**src/rtl/price_display_if.sv**
```systemverilog
// Price handshake and converted-BCD result bundle between the price calculator and the display block.
interface price_display_if #(
  parameter int W      = 16,
  parameter int DIGITS = 5
);
  logic [W-1:0]        price_in;
  logic                price_valid;
  logic                price_ready;
  logic [4*DIGITS-1:0] bcd;
  logic                bcd_valid;

  modport master (output price_in, price_valid, input price_ready, bcd, bcd_valid);
  modport slave  (input price_in, price_valid, output price_ready, bcd, bcd_valid);
endinterface

```
**src/rtl/price_display.sv**
```systemverilog
// Accepts a binary price, converts it to packed BCD with a sequential double-dabble
// engine, and scans the result onto a multiplexed active-low 7-segment display.
module price_display #(
  parameter int W           = 16,
  parameter int DIGITS      = 5,
  parameter int REFRESH_DIV = 50000,
  parameter int LZB         = 1
) (
  input  logic              clk,
  input  logic              rst,
  price_display_if.slave    bus,
  output logic [6:0]        seg,
  output logic [DIGITS-1:0] an
);

  localparam int CNT_W = $clog2(W + 1);
  localparam int REF_W = (REFRESH_DIV > 1) ? $clog2(REFRESH_DIV) : 1;
  localparam int IDX_W = (DIGITS > 1) ? $clog2(DIGITS) : 1;
  localparam int BW    = 4 * DIGITS;

  typedef enum logic [1:0] {IDLE, CONV, DONE} state_t;

  state_t           state, state_next;
  logic             ready_q;
  logic             valid_q;
  logic [BW-1:0]    bcd_q;
  logic [BW-1:0]    scratch;
  logic [BW-1:0]    adj;
  logic [W-1:0]     bin;
  logic [CNT_W-1:0] cnt;
  logic             accept;

  logic [REF_W-1:0]  ref_cnt;
  logic [IDX_W-1:0]  idx;
  logic [3:0]        cur_nib;
  logic              upper_nz;
  logic [6:0]        seg_next;
  logic [DIGITS-1:0] an_next;

  assign accept          = bus.price_valid && ready_q;
  assign bus.price_ready = ready_q;
  assign bus.bcd         = bcd_q;
  assign bus.bcd_valid   = valid_q;

  always_comb begin
    state_next = state;
    case (state)
      IDLE:    if (accept) state_next = CONV;
      CONV:    if (cnt == CNT_W'(1)) state_next = DONE;
      DONE:    state_next = IDLE;
      default: state_next = IDLE;
    endcase
  end

  // Add-3 correction applied to every nibble before the shift.
  always_comb begin
    adj = scratch;
    for (int i = 0; i < DIGITS; i++) begin
      if (scratch[4*i +: 4] >= 4'd5) adj[4*i +: 4] = scratch[4*i +: 4] + 4'd3;
    end
  end

  always_ff @(posedge clk) begin
    if (rst) begin
      state   <= IDLE;
      ready_q <= 1'b0;
      valid_q <= 1'b0;
      bcd_q   <= '0;
      scratch <= '0;
      bin     <= '0;
      cnt     <= '0;
    end else begin
      state   <= state_next;
      ready_q <= (state_next == IDLE);
      valid_q <= 1'b0;
      case (state)
        IDLE: begin
          if (accept) begin
            bin     <= bus.price_in;
            scratch <= '0;
            cnt     <= CNT_W'(W);
          end
        end
        CONV: begin
          scratch <= {adj[BW-2:0], bin[W-1]};
          bin     <= {bin[W-2:0], 1'b0};
          cnt     <= cnt - 1'b1;
        end
        DONE: begin
          bcd_q   <= scratch;
          valid_q <= 1'b1;
        end
        default: ;
      endcase
    end
  end

  // Digit selection and leading-zero blanking work only on the committed bcd_q, so the display never tears.
  always_comb begin
    cur_nib  = 4'd0;
    upper_nz = 1'b0;
    for (int i = 0; i < DIGITS; i++) begin
      if (idx == IDX_W'(i)) cur_nib = bcd_q[4*i +: 4];
      if ((IDX_W'(i) >= idx) && (bcd_q[4*i +: 4] != 4'd0)) upper_nz = 1'b1;
    end
    case (cur_nib)
      4'd0:    seg_next = 7'h40;
      4'd1:    seg_next = 7'h79;
      4'd2:    seg_next = 7'h24;
      4'd3:    seg_next = 7'h30;
      4'd4:    seg_next = 7'h19;
      4'd5:    seg_next = 7'h12;
      4'd6:    seg_next = 7'h02;
      4'd7:    seg_next = 7'h78;
      4'd8:    seg_next = 7'h00;
      4'd9:    seg_next = 7'h10;
      default: seg_next = 7'h7F;
    endcase
    if ((LZB != 0) && (idx != '0) && !upper_nz) seg_next = 7'h7F;
    an_next = ~(DIGITS'(1) << idx);
  end

  always_ff @(posedge clk) begin
    if (rst) begin
      ref_cnt <= '0;
      idx     <= '0;
      seg     <= 7'h7F;
      an      <= '1;
    end else begin
      if (ref_cnt == REF_W'(REFRESH_DIV - 1)) begin
        ref_cnt <= '0;
        idx     <= (idx == IDX_W'(DIGITS - 1)) ? '0 : idx + 1'b1;
      end else begin
        ref_cnt <= ref_cnt + 1'b1;
      end
      seg <= seg_next;
      an  <= an_next;
    end
  end

endmodule

```
**src/flat_wrapper.sv**
```systemverilog
// flat-port wrapper written by rule: the top's interface ports become plain ports
module price_display_flat 
#(
  parameter int W           = 16,
  parameter int DIGITS      = 5,
  parameter int REFRESH_DIV = 50000,
  parameter int LZB         = 1
)
  (clk, rst, seg, an, bus_price_in, bus_price_valid, bus_price_ready, bus_bcd, bus_bcd_valid);
  price_display_if #(.W(W), .DIGITS(DIGITS)) bus_i ();
  input  logic clk;
  input  logic rst;
  output logic [6:0] seg;
  output logic [DIGITS-1:0] an;
  input wire logic [$bits(bus_i.price_in)-1:0] bus_price_in;
  input wire logic [$bits(bus_i.price_valid)-1:0] bus_price_valid;
  output wire logic [$bits(bus_i.price_ready)-1:0] bus_price_ready;
  output wire logic [$bits(bus_i.bcd)-1:0] bus_bcd;
  output wire logic [$bits(bus_i.bcd_valid)-1:0] bus_bcd_valid;
  assign bus_i.price_in = bus_price_in;
  assign bus_i.price_valid = bus_price_valid;
  assign bus_price_ready = bus_i.price_ready;
  assign bus_bcd = bus_i.bcd;
  assign bus_bcd_valid = bus_i.bcd_valid;
  price_display #(.W(W), .DIGITS(DIGITS), .REFRESH_DIV(REFRESH_DIV), .LZB(LZB)) u_core (.clk(clk), .rst(rst), .bus(bus_i), .seg(seg), .an(an));
endmodule
```
**config.mk**
```make
export PLATFORM = sky130hd
export DESIGN_NAME = price_display_flat
export DESIGN_NICKNAME = d
export VERILOG_FILES = /design/src/rtl/price_display_if.sv /design/src/rtl/price_display.sv /design/src/flat_wrapper.sv
export SDC_FILE = /design/constraint.sdc
export NUM_CORES = 1
export LEC_CHECK = 0
export ABC_CLOCK_PERIOD_IN_PS = 3100
export BUFFER_PORTS_ARGS = -buffer_cell sky130_fd_sc_hd__buf_2
export CAP_MARGIN = 20
export CORE_MARGIN = 1.5
export CORE_UTILIZATION = 45
export CTS_CLUSTER_SIZE = 8
export DETAILED_ROUTE_END_ITERATION = 10
export GPL_TIMING_DRIVEN = 0
export RECOVER_POWER = 100
export SYNTH_ARGS = -nofsm -noshare
export SYNTH_HDL_FRONTEND = slang
export SYNTH_SLANG_ARGS = --single-unit
```
**constraint.sdc**
```tcl
create_clock -name clk -period 3.1 [get_ports clk]
set_input_delay 0.155 -clock clk [delete_from_list [all_inputs] [get_ports clk]]
set_output_delay 0.155 -clock clk [all_outputs]
set_load 0.01 [all_outputs]
```
==> results of run 1 <==
## worst register-to-register path: cells and delay by family (launching register included)
kind	cells	cell delay (ps)
buffers and inverters	3	640
adder cells (fa/ha/maj)	2	650
AO/OA/AOI/OAI	4	960
AND/OR/NAND/NOR	1	80
flip-flops	1	370
## cell type report
class | count | area share (%)
flip-flops and latches | 96 | 39.5
repair buffers | 52 | 4.48
well taps | 129 | 3.32
clock buffers | 9 | 2.55
inverters | 23 | 1.78
clock inverters | 7 | 1.80
multi-input cells | 355 | 44.4
plain buffers | 25 | 2.21
## cell families after synthesis
kind of cell    after synthesis  synth area share, %
mux                           1                0.234
xor+xnor                     24                 4.91
buf+inv                      48                 4.65
compound gates              132                 19.9
flops                        96                 44.9
simple gates                179                 19.8
fa+ha+maj                    19                 5.56
## worst min path at each step
| stage | depth (start not counted) | slack, ps | endpoint | startpoint |
|---|---|---|---|---|
| floorplan | 2 | 280 | u_core.seg[0] | rst |
| global placement | 3 | 420 | u_core.bin[0] | bus_price_in[0] |
| detailed placement | 3 | 420 | u_core.bin[0] | bus_price_in[0] |
| CTS | 3 | 20 | u_core.bin[0] | bus_price_in[0] |
| global route | 3 | 20 | u_core.bin[0] | bus_price_in[0] |
| finish | 3 | 40 | u_core.bin[0] | bus_price_in[0] |
## state kept, by name (all words and copies together), names as in the netlist
| signal | count |
|---|---|
| u_core.bus.price_ready | 1 |
| u_core.seg | 7 |
| u_core.bin | 16 |
| u_core.state | 2 |
| u_core.idx | 3 |
| u_core.bus.bcd | 20 |
| u_core.scratch | 20 |
| u_core.bus.bcd_valid | 1 |
| u_core.cnt | 5 |
| u_core.an | 5 |
| u_core.ref_cnt | 16 |
## layer usage
layer  wire [µm]  GRT usage, %
met5           0             0
met4         153          8.02
met2        4520          32.7
met3         326          2.91
met1        4710          26.9
## power groups by stage
stage	clock, mW	combinational, mW	sequential [mW]
after CTS	0.888	0.152	1.28
final	0.863	0.147	1.28
after detailed placement	0	0.152	1.31
after floorplan	0	0.0978	1.31
after global placement	0	0.149	1.31
after global routing	0.935	0.170	1.29
## metrics by stage
| stage | std cells | hold slack (ps) | setup WS (ps) |
|---|---|---|---|
| 4_1_cts | 696 | 15.6 | 295 |
| 2_1_floorplan | 499 | 278 | 757 |
| 5_1_grt | 696 | 24.2 | 69.3 |
| 6_report | 696 | 35.8 | 293 |
| 3_5_place_dp | 680 | 421 | 310 |
| 3_3_place_gp | 680 | 418 | 345 |
## layout by cell type (no fill, tap or decap), types with 13 or more instances in the layout
| cell | count |
|---|---|
| o21ai_0 | 17 |
| inv_1 | 22 |
| nand3_1 | 13 |
| ha_1 | 19 |
| nand2_1 | 75 |
| dfxtp_1 | 96 |
| buf_2 | 20 |
| a22oi_1 | 16 |
| nor2_1 | 39 |
| a21oi_1 | 53 |
| clkbuf_1 | 53 |
==> flow_metrics.py, run 1 <==
metrics = {
    "placed_design": {
        "place_congestion": 0.843,
        "dpl_cell_area_um2": 4700,
        "hpwl_mm": 7.10,
        "io_buffers": 52,
    },
    "synthesis": {
        "synthTopCellsByCount": "dfxtp_1 (96), nand2_1 (75), a21oi_1 (53), nor2_1 (39), inv_1 (22)",
        "syn_nets": 537,
        "syn-instance-count": 499,
        "synth.yosys.warnings": 0,
        "syn_area_per_cell_um2": 8.57,
        "synth_top_area_share_pct": 44.9,
        "syn-cell-area_um2": 4280,
        "synth-seq-area-share_pct": 44.9,
        "synth-edff-count": 0,
        "ys_ff_latch": 96,
        "synth.largest_area_cell": "dfxtp_1",
        "ys.flop_type": "dfxtp_1",
        "synth_area_leaders": "dfxtp_1 (45%), nand2_1 (6.6%), a21oi_1 (6.2%), ha_1 (5.6%), nor2_1 (3.4%)",
        "synth.most_common_cell": "dfxtp_1",
        "synth_cell_type_count": 55,
        "async_flop_share_pct": 0,
    },
    "critical_path": {
        "r2r_end": "u_core.seg[1]",
        "critPathLaunch": "u_core.idx[0]",
        "worst-path-stages": 10,
        "r2r-start": "u_core.idx[0]",
        "r2r_slack_ps": 290,
        "critPathSlowestCell": "a31oi_1",
        "crit_buf_inv": 3,
        "worstRegToRegCells": 10,
        "cp-end-kind": "register",
        "path_cells": "buf_4 > inv_1 > ha_1 > buf_2 > nand2_1 > a221o_1 > a31oi_1 > ha_1 > a21oi_1 > o21ai_0",
        "cp_top_family": "compound AO/OA/AOI/OAI gates",
        "critPathKind": "reg2reg",
        "arrival_ps": 3040,
        "crit_required_ps": 3340,
        "crit_end": "u_core.seg[1]",
        "worstSetupStartpointType": "register",
        "crit_path_max_incr_delay_ps": 390,
        "critPathMaxFanout": 10,
        "cp_common_cell": "ha_1",
    },
    "power": {
        "p_per_area_nw_per_um2": 471,
        "power.leakage_nw": 1.74,
        "netSwitchingPower_uw": 588,
        "pwr-share-clk_pct": 37.6,
        "ir_drop_mv": 0.242,
        "fin_total_pwr_mw": 2.29,
        "p_int_mw": 1.70,
        "comb_power_share_pct": 6.4,
        "switching_share_pct": 25.7,
        "seqPwrFrac_pct": 56.0,
    },
    "floorplan": {
        "die_x_um": 101,
        "start_util_pct": 46.3,
        "core_area_um2": 9240,
        "die_area_um2": 10100,
        "rows": 35,
        "die_h_um": 101,
        "ios": 53,
    },
    "cts": {
        "path_clk_slew_ps": 100,
        "cts.sinks": 96,
        "clk_latency_ps": 370,
        "h-tree-depth": 3,
        "cts_max_path_buffers": 2,
        "cts_resized": 0,
        "cts_tree": "done",
        "numCtsBuffers": 9,
        "cts_hold_buf": 0,
        "clockRootBuffer": "clkbuf_8",
        "postCtsSetupBuffers": 0,
    },
    "layout": {
        "antenna_cells": 0,
        "drive_gt1_share_pct": 8.11,
        "seq_area_um2": 1920,
        "fill_cells": 907,
        "final_core_util_pct": 52.6,
        "area_growth_pct": 13.7,
        "multiInputGateArea_um2": 2160,
        "stdcell_area_um2": 4860,
        "final_nets": 600,
    },
    "global_route": {
        "grt_max_degree": 19,
        "gr-total-overflow": 0,
        "grt_antenna_before_repair": 0,
        "grt_pass1_wl_mm": 16.0,
        "grt_usage_pct": 20.1,
        "grt_pass1_vias": 3343,
    },
    "timing": {
        "fin_crit_sh_pct": 90.5,
        "fmax_mhz": 356,
        "period_minus_slack_ps": 2810,
        "tns_ps": 0,
        "skew_ps": 19.2,
        "max_slew.worst_pin.slew_ps": 584,
        "max-slew-margin-rel_pct": 60.9,
        "setup_viol": 0,
        "hold_viol_final": 0,
        "finalMaxSlewViolations": 0,
        "rsz0062_at_grt": "no",
    },
    "drt": {
        "vias": 3671,
        "drt-wirelength-per-cell_um": 13.9,
        "wl_mm": 9.71,
        "drt_iter0_markers": 121,
        "drc": 0,
        "drtAntennaViolNets": 0,
        "viasPerCell": 5.27,
        "first_pass_iters": 4,
    },
    "min_path": {
        "hold_class": "in2reg",
    },
    "run_status": {
        "outcome": "finished, final reports clean",
    },
    "job": {
        "drv_cap": 0,
    },
}
Power figures use the tool's default switching activity.
==> inputs of run 2 (changes only) <==
--- a/config.mk
+++ b/config.mk
@@ -13,6 +13,7 @@
 export CTS_CLUSTER_SIZE = 8
 export DETAILED_ROUTE_END_ITERATION = 10
 export GPL_TIMING_DRIVEN = 0
+export HOLD_SLACK_MARGIN = 0.08
 export RECOVER_POWER = 100
 export SYNTH_ARGS = -nofsm -noshare
 export SYNTH_HDL_FRONTEND = slang
==> run 2 against run 1 <==
Worst hold slack better by 67 ps. Total power is 0.60% higher. Global-route usage is 0.22 points higher. Non-clock buffer count is 14 higher. Via count is 1.4% higher. Register-to-register slack hardly changed. Count of clock-buffer cells in the layout stayed put. Wire length is 0.90% higher. First-iteration DRC count is 9.1% higher. Clock skew hardly changed. Clock power hardly changed. Largest power group unchanged.
==> flow_metrics.py, run 2 (synthesis gave the netlist of run 1 again) <==
metrics = {
    "timing": {
        "fmax_mhz": 356,
        "tns_ps": 0,
        "max_slew.worst_pin.slew_ps": 567,
        "hold_viol_final": 0,
        "fin_crit_sh_pct": 90.5,
        "holdWs_ps": 103,
        "period_minus_slack_ps": 2810,
        "rsz0062_at_grt": "no",
        "setup_viol": 0,
        "worst_slack_ps": 294,
        "skew_ps": 19.6,
        "finalMaxSlewViolations": 0,
        "max-slew-margin-rel_pct": 62.1,
    },
    "drt": {
        "wl_mm": 9.79,
        "drt_iter0_markers": 132,
        "drt-wirelength-per-cell_um": 13.8,
        "viasPerCell": 5.24,
        "first_pass_iters": 4,
        "vias": 3721,
        "drc": 0,
        "wl_met2_mm": 4.54,
        "wl_met3_um": 307,
        "wl_met1_mm": 4.77,
        "highest_layer": "met4",
        "drtAntennaViolNets": 0,
    },
    "cts": {
        "cts.sinks": 96,
        "cts_max_path_buffers": 2,
        "numCtsBuffers": 9,
        "clockRootBuffer": "clkbuf_8",
        "path_clk_slew_ps": 100,
        "clk_latency_ps": 370,
        "cts_tree": "done",
        "postCtsSetupBuffers": 0,
        "h-tree-depth": 3,
    },
    "run_status": {
        "outcome": "finished, final reports clean",
    },
    "global_route": {
        "grt_max_degree": 19,
        "gr-total-overflow": 0,
        "grt_antenna_before_repair": 0,
        "grt_usage_pct": 20.3,
        "grt_pass1_vias": 3387,
        "grt_pass1_wl_mm": 16.2,
    },
    "placed_design": {
        "place_ws_ps": 310,
        "placedCellCount": 680,
        "dpl_cell_area_um2": 4700,
        "io_buffers": 52,
        "hpwl_mm": 7.10,
        "place_congestion": 0.843,
    },
    "min_path": {
        "whs_endpoint": "u_core.cnt[4]",
        "holdPathStages": 3,
        "hold_class": "in2reg",
        "hold_start": "bus_price_valid",
    },
    "layout": {
        "layout_common_cells": "dfxtp_1 (96), nand2_1 (75), a21oi_1 (53), clkbuf_1 (53), nor2_1 (39)",
        "final_cells": 710,
        "stdcell_area_um2": 5000,
        "drive_gt1_share_pct": 7.92,
        "fill_cells": 900,
        "antenna_cells": 0,
        "final_common_cell": "dfxtp_1",
        "area_growth_pct": 17.0,
        "final_nets": 614,
    },
    "floorplan": {
        "die_h_um": 101,
        "die_x_um": 101,
        "rows": 35,
        "die_area_um2": 10100,
        "start_util_pct": 46.3,
        "ios": 53,
        "core_area_um2": 9240,
    },
    "power": {
        "ir_drop_mv": 0.243,
        "power.leakage_nw": 1.80,
        "p_per_area_nw_per_um2": 461,
    },
    "critical_path": {
        "r2r_slack_ps": 290,
        "worstRegToRegCells": 10,
        "crit_required_ps": 3340,
        "critPathKind": "reg2reg",
        "critPathMaxFanout": 10,
        "r2r-start": "u_core.idx[0]",
        "cp-end-kind": "register",
        "r2r_end": "u_core.seg[1]",
        "worstSetupStartpointType": "register",
        "arrival_ps": 3040,
    },
    "job": {
        "drv_cap": 0,
    },
}
## run 2: per-stage QoR
step / utilization, % / total power [mW]
after floorplan: - / 1.41
after global placement: 50.9 / 1.46
after detailed placement: 50.9 / 1.46
after CTS: 54.7 / 2.34
after global routing: 54.2 / 2.40
final: 54.2 / 2.31
## run 2: timing repair
| action | CTS | global route |
|---|---|---|
| hold endpoints to repair | 14 | 0 |
| hold buffers | 14 | 0 |
| gates resized for setup | 0 | 0 |
## run 2: worst max-delay path, stage by stage (launching register included)
cell,delay (ps)
dfxtp_1,370
buf_4,190
inv_1,180
ha_1,300
buf_2,270
nand2_1,80
a221o_1,350
a31oi_1,390
ha_1,330
a21oi_1,140
o21ai_0,80
## run 2: power breakdown
group          internal [mW]  switching, mW  total, mW  leakage (nW)
Combinational         0.0632         0.0979      0.161         0.918
Sequential              1.26         0.0198       1.28         0.779
Clock                  0.390          0.473      0.863         0.105
## run 2: worst max path at each step
| stage | from | to | slack, ps | cells past startpoint |
|---|---|---|---|---|
| finish | u_core.idx[0] | u_core.seg[1] | 290 | 10 |
| global route | u_core.idx[0] | u_core.seg[3] | 70 | 11 |
| CTS | u_core.idx[0] | u_core.seg[1] | 300 | 10 |
| floorplan | u_core.idx[0] | u_core.seg[1] | 760 | 10 |
| detailed placement | u_core.idx[0] | u_core.seg[1] | 310 | 10 |
| global placement | u_core.idx[0] | u_core.seg[1] | 350 | 10 |
## run 2: layout make-up
cell class	count	area [µm²]	share of cell area, %
inverter	23	86.3	1.73
clock buffer	9	124	2.48
sequential	96	1920	38.4
timing repair buffer	66	358	7.15
clock inverter	7	87.6	1.75
buffer	25	108	2.15
tap	129	161	3.23
multi-input combinational	355	2160	43.1
## run 2: routing by layer
metal	GRT usage, %	vias up
met5	0	-
met2	32.9	61
met3	2.91	18
li1	-	1899
met1	27.2	1743
met4	8.34	0
==> inputs of run 3 (changes only) <==
--- a/config.mk
+++ b/config.mk
@@ -15,6 +15,7 @@
 export GPL_TIMING_DRIVEN = 0
 export HOLD_SLACK_MARGIN = 0.08
 export RECOVER_POWER = 100
+export REMOVE_ABC_BUFFERS = 1
 export SYNTH_ARGS = -nofsm -noshare
 export SYNTH_HDL_FRONTEND = slang
 export SYNTH_SLANG_ARGS = --single-unit
==> run 3 against run 2 <==
Wire length is 4.2% lower. Worst hold slack worse by 2.9 ps. Cell area is 2.6% lower. Cell count is 3.2% lower. Count of clock-buffer cells in the layout is 1 higher. Critical endpoint unchanged.
==> flow_metrics.py, run 3 (synthesis gave the netlist of run 1 again) <==
metrics = {
    "run_status": {
        "outcome": "finished, final reports clean",
    },
    "global_route": {
        "gr-total-overflow": 0,
        "grt_pass1_wl_mm": 15.8,
        "grt_usage_pct": 19.5,
        "grt_antenna_before_repair": 0,
        "grt_max_degree": 52,
        "grt_pass1_vias": 3355,
    },
    "layout": {
        "drive_gt1_share_pct": 7.35,
        "area_growth_pct": 14.0,
        "final_core_util_pct": 52.8,
        "antenna_cells": 0,
        "layout_common_cells": "dfxtp_1 (96), nand2_1 (75), a21oi_1 (54), nor2_1 (39), clkbuf_1 (35)",
        "final_cells": 687,
        "final_common_cell": "dfxtp_1",
        "stdcell_area_um2": 4880,
        "final_nets": 592,
    },
    "timing": {
        "finalMaxSlewViolations": 0,
        "max-slew-margin-rel_pct": 36.3,
        "period_minus_slack_ps": 2770,
        "max_slew.worst_pin.slew_ps": 956,
        "hold_viol_final": 0,
        "tns_ps": 0,
        "worst_slack_ps": 329,
        "holdWs_ps": 100,
        "skew_ps": 15.2,
        "rsz0062_at_grt": "no",
        "fin_crit_sh_pct": 89.4,
        "fmax_mhz": 361,
        "setup_viol": 0,
    },
    "min_path": {
        "holdPathStages": 3,
        "hold_class": "in2reg",
    },
    "placed_design": {
        "placedCellCount": 657,
        "hpwl_mm": 6.38,
        "io_buffers": 52,
        "place_congestion": 0.801,
        "dpl_cell_area_um2": 4610,
        "place_ws_ps": 340,
    },
    "drt": {
        "wl_mm": 9.39,
        "viasPerCell": 5.20,
        "first_pass_iters": 4,
        "drtAntennaViolNets": 0,
        "vias": 3572,
        "drt_iter0_markers": 177,
        "drc": 0,
        "drt-wirelength-per-cell_um": 13.7,
    },
    "power": {
        "power.leakage_nw": 1.75,
        "ir_drop_mv": 0.282,
        "p_per_area_nw_per_um2": 450,
        "fin_total_pwr_mw": 2.20,
    },
    "floorplan": {
        "core_area_um2": 9240,
        "die_h_um": 101,
        "ios": 53,
        "rows": 35,
        "start_util_pct": 46.3,
        "die_area_um2": 10100,
        "die_x_um": 101,
    },
    "cts": {
        "cts_max_path_buffers": 2,
        "numCtsBuffers": 9,
        "postCtsSetupBuffers": 0,
        "clockRootBuffer": "clkbuf_8",
        "cts_tree": "done",
        "cts.sinks": 96,
        "h-tree-depth": 3,
        "path_clk_slew_ps": 90,
        "clk_latency_ps": 360,
    },
    "critical_path": {
        "arrival_ps": 3000,
        "worstSetupStartpointType": "register",
        "critPathMaxFanout": 14,
        "cp-end-kind": "register",
        "crit_required_ps": 3330,
        "r2r_slack_ps": 330,
        "critPathKind": "reg2reg",
        "worstRegToRegCells": 8,
    },
    "job": {
        "drv_cap": 0,
    },
}
[run 3: cell types whose count changed in the layout (fill, tap and decap cells not counted), sizes merged]
cell / change
inv: -1
bufinv: -1
buf: -4
clkinvlp: +1
clkinv: -1
clkbuf: -17
[run 3: final timing paths]
kind / from / to
max: u_core.idx[0] / u_core.seg[1]
min: bus_price_in[12] / u_core.bin[12]
max reg2reg: u_core.idx[0] / u_core.seg[1]
min reg2reg: u_core.bin[15] / u_core.scratch[0]
[run 3: critical path: stages, from the launching register on]
cell and delay, ps:
dfxtp_1 600, inv_1 210, ha_1 370, nor2b_1 180, a221o_1 330, a31oi_1 410, ha_1 350, a21oi_1 130
o21ai_0 80
[run 3: routing by layer]
metal  share of wire, %  wire, µm  global-route usage (%)
met5                  0         0                       0
met4               0.69        65                    4.77
met3                2.5       239                    4.09
met2                 46      4350                    31.9
met1                 50      4730                    26.5
[run 3: final cells by class]
| cell class | count | area (µm²) |
|---|---|---|
| inverters | 23 | 86.3 |
| well taps | 129 | 161 |
| clock buffers | 10 | 138 |
| clock inverters | 5 | 41.3 |
| repair buffers | 69 | 380 |
| fillers | 911 | 4360 |
| multi-input cells | 355 | 2150 |
| flip-flops and latches | 96 | 1920 |
[run 3: power by group]
part	internal [mW]	total (mW)	switching [mW]	leakage [nW]
clock network	0.317	0.759	0.443	0.0854
logic	0.0601	0.155	0.0944	0.886
registers	1.26	1.28	0.0187	0.779
[run 3: timing repair]
action	4_1_cts	5_1_grt
hold buffers	14	0
setup endpoints to repair	0	0
resized for setup	0	0
endpoints found under the hold margin	14	0
